`src/rtl/serializer_10b.sv`:
```
// ---------------------------------------------------------------------------
// serializer_10b
// Transmit side of the 10-bit link. Pops pre-encoded 10-bit words from a TX
// FIFO and shifts them onto the line LSB first, one bit per clk. After enable
// it sends a run of alternating commas so the far end can align and lock.
// Whenever the FIFO has nothing ready, it sends commas instead of data.
//
// Ports
//   clk         link bit clock
//   rst_n       asynchronous active-low reset
//   tx_enable   level: start / keep transmitting
//   fifo_empty  TX FIFO empty flag
//   fifo_data   TX FIFO read data, valid the cycle after rd_en
//   rd_en       FIFO pop strobe (bit_cnt==8 cycle only)
//   serial_out  line bit, LSB of the shift register
//   word_start  high while bit 0 of each word is on the line
//   training    high while sending the training commas
//   link_up     high while in the data phase
// ---------------------------------------------------------------------------
module serializer_10b #(
    parameter int          TRAIN_COMMAS = 8,
    parameter logic [9:0]  COMMA_P      = 10'b1100000101,
    parameter logic [9:0]  COMMA_N      = 10'b0011111010
) (
    input  logic       clk,
    input  logic       rst_n,
    input  logic       tx_enable,
    input  logic       fifo_empty,
    input  logic [9:0] fifo_data,
    output logic       rd_en,
    output logic       serial_out,
    output logic       word_start,
    output logic       training,
    output logic       link_up
);

    localparam int TCW = $clog2(TRAIN_COMMAS + 1);

    typedef enum logic [1:0] {
        OFF   = 2'd0,
        TRAIN = 2'd1,
        DATA  = 2'd2
    } state_t;

    state_t           state;
    logic [3:0]       bit_cnt;
    logic [TCW-1:0]   train_cnt;   // commas already completed in TRAIN
    logic [9:0]       shift_reg;
    logic             sel_n;       // 1: next comma is COMMA_N
    logic             fetched;     // a FIFO word was popped for the next slot
    logic             last_train;
    logic             keep_going;
    logic [9:0]       comma_next;

    assign last_train = (state == TRAIN) && (train_cnt == TCW'(TRAIN_COMMAS - 1));
    assign comma_next = sel_n ? COMMA_N : COMMA_P;
    // A popped word must always be sent, so it keeps the link alive even if
    // tx_enable dropped after the pop.
    assign keep_going = fetched || tx_enable;

    // The pop has to see fifo_empty in the very bit_cnt==8 cycle, so rd_en is
    // decoded from registered state plus the live flags. Gating with
    // tx_enable means the final word of a session never strands a FIFO word.
    assign rd_en = ((state == DATA) || last_train) && (bit_cnt == 4'd8) &&
                   !fifo_empty && tx_enable;

    assign serial_out = shift_reg[0];

    always_ff @(posedge clk or negedge rst_n) begin
        if (!rst_n) begin
            state      <= OFF;
            bit_cnt    <= 4'd0;
            train_cnt  <= '0;
            shift_reg  <= 10'd0;
            sel_n      <= 1'b0;
            fetched    <= 1'b0;
            word_start <= 1'b0;
            training   <= 1'b0;
            link_up    <= 1'b0;
        end else begin
            case (state)
                OFF: begin
                    bit_cnt   <= 4'd0;
                    train_cnt <= '0;
                    fetched   <= 1'b0;
                    link_up   <= 1'b0;
                    if (tx_enable) begin
                        state      <= TRAIN;
                        shift_reg  <= COMMA_P;
                        sel_n      <= 1'b1;
                        word_start <= 1'b1;
                        training   <= 1'b1;
                    end else begin
                        shift_reg  <= 10'd0;
                        sel_n      <= 1'b0;
                        word_start <= 1'b0;
                        training   <= 1'b0;
                    end
                end

                default: begin
                    if (bit_cnt != 4'd9) begin
                        shift_reg  <= shift_reg >> 1;
                        bit_cnt    <= bit_cnt + 4'd1;
                        word_start <= 1'b0;
                        if (bit_cnt == 4'd8)
                            fetched <= rd_en;
                    end else begin
                        // word boundary
                        bit_cnt <= 4'd0;
                        fetched <= 1'b0;
                        if (!keep_going) begin
                            state      <= OFF;
                            shift_reg  <= 10'd0;
                            word_start <= 1'b0;
                            training   <= 1'b0;
                            link_up    <= 1'b0;
                            train_cnt  <= '0;
                            sel_n      <= 1'b0;
                        end else begin
                            word_start <= 1'b1;
                            // data words leave the comma alternation untouched
                            if (fetched) begin
                                shift_reg <= fifo_data;
                            end else begin
                                shift_reg <= comma_next;
                                sel_n     <= ~sel_n;
                            end
                            if ((state == TRAIN) && !last_train) begin
                                train_cnt <= train_cnt + 1'b1;
                            end else begin
                                state    <= DATA;
                                training <= 1'b0;
                                link_up  <= 1'b1;
                            end
                        end
                    end
                end
            endcase
        end
    end

endmodule

```
`config.mk`:
```
export PLATFORM = sky130hd
export DESIGN_NAME = serializer_10b
export DESIGN_NICKNAME = d
export VERILOG_FILES = /design/src/rtl/serializer_10b.sv
export SDC_FILE = /design/constraint.sdc
export NUM_CORES = 1
export LEC_CHECK = 0
export ABC_AREA = 1
export BUFFER_PORTS_ARGS = -buffer_cell sky130_fd_sc_hd__buf_2
export CELL_PAD_IN_SITES_DETAIL_PLACEMENT = 1
export CELL_PAD_IN_SITES_GLOBAL_PLACEMENT = 1
export CORE_ASPECT_RATIO = 0.5
export CORE_UTILIZATION = 28
export CTS_BUF_LIST = sky130_fd_sc_hd__clkbuf_2 sky130_fd_sc_hd__clkbuf_4 sky130_fd_sc_hd__clkbuf_8
export CTS_CLUSTER_SIZE = 25
export DETAILED_ROUTE_END_ITERATION = 12
export PLACE_DENSITY = 0.6
export SETUP_SLACK_MARGIN = 0.3
export SKIP_LAST_GASP = 1
export SYNTH_ARGS = -nofsm -noshare
export SYNTH_HDL_FRONTEND = slang
export SYNTH_SLANG_ARGS = --single-unit
```
`constraint.sdc`:
```
create_clock -name clk -period 3 [get_ports clk]
set_clock_uncertainty 0.1 [all_clocks]
set_input_delay 0 -clock clk [delete_from_list [all_inputs] [get_ports clk]]
set_output_delay 0 -clock clk [all_outputs]
set_load 0.01 [all_outputs]
```
==> impl_metrics.json <==
{
  "status": "finished, violations left",
  "violations": "design-rule violations",
  "cts_root_buf": "clkbuf_8",
  "avgViaCountPerCell": 4.44,
  "num_antenna_cells": 0,
  "drc": 1,
  "worstPathMaxFanout": 4,
  "maxSlewViolCount": 0,
  "p_per_area_mw_per_mm2": 773,
  "grt_pass1_vias": 1144,
  "port_buffers": 18,
  "p_leak_nw": 0.795,
  "synth_area_leaders": "dfrtp_1 (49%), nand2_1 (16%), nand3_1 (4.7%)",
  "fp-row-count": 16,
  "multi_input_area_um2": 562,
  "num_io_pins": 19,
  "worstMarginPinSlew_ns": 0.599,
  "mappedNetlistNets": 172,
  "ant_nets": 0,
  "totalWireLength_um": 2920,
  "vias": 1060,
  "clkLatencyLatePin_ns": 0.27,
  "totalPowerFinal_mw": 1.22,
  "cp-start-kind": "flip-flop",
  "yosysTopAreaCell": "dfrtp_1",
  "synth_most_common_cell": "nand2_1",
  "grt_start_max_net_pins": 26,
  "antenna_found_initial": 0,
  "start_util": 0.311,
  "async_flop_share": 1.00,
  "drv_cap": 0,
  "fp.dieArea_mm2": 0.00489,
  "fin_nets": 204,
  "cts_made_buffers": 3,
  "crit_slowest_cell": "dfrtp_1",
  "cts.clk_slew.worst_paths_ns": 0.10,
  "synth_area_per_cell_um2": 8.36,
  "cts.sinks": 25,
  "setup-violations-final": 0,
  "crit_chain": "ha_1, nand3_1, inv_1, nand2_1, nand2_1, and2_1, buf_2",
  "firstDrtPassIters": 7,
  "synth_edf_count": 0,
  "wire_per_inst_um": 12.2,
  "finalSetupTns_ns": 0,
  "ff_latch_area_um2": 626,
  "rsz0062_at_grt": "false",
  "hp-class": "in2reg",
  "crit_top_cell": "nand2_1",
  "final.fill_count": 513,
  "drive_above_1_share": 0.178,
  "synth_cell_type_count": 27,
  "fmax_mhz": 616,
  "worstSetupPathType": "reg2out",
  "synth_area_mm2": 0.00129,
  "largest_reg_flops": 10,
  "crit_arrival_ns": 1.52,
  "rr_worst_depth": 8,
  "htree_levels": 1,
  "coreArea_mm2": 0.00414,
  "hold_viol": 0,
  "cts_setup_buffers": 0,
  "fin_crit_ns": 1.62,
  "cpPeakStageDelay_ns": 0.42,
  "clockBufferDepth": 2,
  "netlist_top_cells_count": "nand2_1 (54), dfrtp_1 (25), inv_1 (14)",
  "worstHoldPathCells": 3,
  "grt_pass1_wl_um": 5270,
  "slew_headroom": 0.601,
  "area_growth_pct": 23.0,
  "synth_top_area_frac": 0.486,
  "die_h_um": 50.0,
  "vdd_drop_max_v": 0.000190,
  "die_x_um": 97.9,
  "drt_iter0_drc": 25,
  "ys_ff_latch": 25,
  "yosysWarnings": 0,
  "grt.total_usage": 0.139,
  "cts_tree": "done",
  "place.gp.congestion": 0.721,
  "yosys_most_used_dff": "dfrtp_1",
  "grt_overflow": 0,
  "cp_data_required_time_ns": 2.90,
  "finalCritPeriodShare": 0.541,
  "ys_seq_area_frac": 0.486,
  "dp.final_hpwl_um": 2070,
  "synthCells": 154,
  "end_kind": "primary output"
}
[worst max-delay path: cells and delay by family, from the launching register on]
family                     cells  cell delay (ns)
and+or+nand+nor                4             0.40
buffers and inverters          2             0.19
adders and majority gates      1             0.24
DFF                            1             0.42
[final cells by class]
cell class                 count  share of cell area
tap                           54              0.0427
inverter                      16              0.0442
multi-input combinational    110               0.355
timing repair buffer          30               0.133
clock buffer                   4              0.0308
sequential                    25               0.395
[stage by stage]
stage | instance area [µm²] | worst slack [ns] | util | std cells | hold slack, ns
final | 1580 | 1.38 | 0.382 | 239 | 0.0624
after global routing | 1580 | 1.22 | 0.382 | 239 | 0.0905
after CTS | 1580 | 1.35 | 0.382 | 239 | 0.0762
after detailed placement | 1420 | 1.51 | 0.341 | 223 | -0.0519
after global placement | 1420 | 1.53 | 0.341 | 223 | -0.0664
after floorplan | 1290 | 1.65 | - | 154 | -0.396
[metal layers]
metal | part of all wire | vias up | GRT usage
met5 | 0 | - | 0
met1 | 0.50 | 495 | 0.173
li1 | - | 553 | -
met2 | 0.47 | 10 | 0.241
met3 | 0.025 | 2 | 0.0397
met4 | 0.0075 | 0 | 0.0303
[final timing paths]
path	from	endpoint	slack, ns
max	train_cnt[0]	rd_en	1.38
max in group asynchronous	rst_n	training	2.23
min reg2reg	shift_reg[4]	shift_reg[3]	0.37
max reg2reg	bit_cnt[1]	train_cnt[0]	1.52
min in group asynchronous	rst_n	bit_cnt[1]	0.16
min	tx_enable	state[0]	0.06
[what timing repair did]
| action | in CTS | in global routing |
|---|---|---|
| resized for setup | 0 | 0 |
| hold buffers | 12 | 0 |
| hold endpoints to repair | 36 | 0 |
[cell usage in the layout, fill, tap and decap left out]
cell type,Yosys,final
a21boi_0,1,1
a21oi_1,6,6
a21oi_2,1,1
and2_1,1,1
buf_2,1,18
clkbuf_4,0,1
clkbuf_8,0,3
dfrtp_1,25,25
dlygate4sd3_1,0,12
ha_1,4,4
inv_1,14,14
inv_6,2,2
nand2_1,54,54
nand2_2,1,1
nand2_8,1,1
nand3_1,12,12
nand3_4,1,1
nand4_1,1,1
nor2_1,10,10
nor2_2,2,2
nor2_4,1,1
o211ai_1,1,1
o21ai_0,2,2
o21ai_1,7,7
o21ai_2,1,1
or2_2,1,1
xnor2_1,1,1
xor2_1,1,1
[kinds of logic after synthesis]
family,share of synthesized area
flip-flops,0.486
adder cells (fa/ha/maj),0.0389
XOR/XNOR,0.0136
AND/OR/NAND/NOR,0.300
AO/OA/AOI/OAI,0.0836
buffers and inverters,0.0777
[power by group]
group,internal (mW),switching (mW),total [mW]
clock,0.104,0.112,0.217
sequential,0.445,0.0693,0.514
combinational,0.180,0.314,0.494
(Power assumes the default switching activity.)
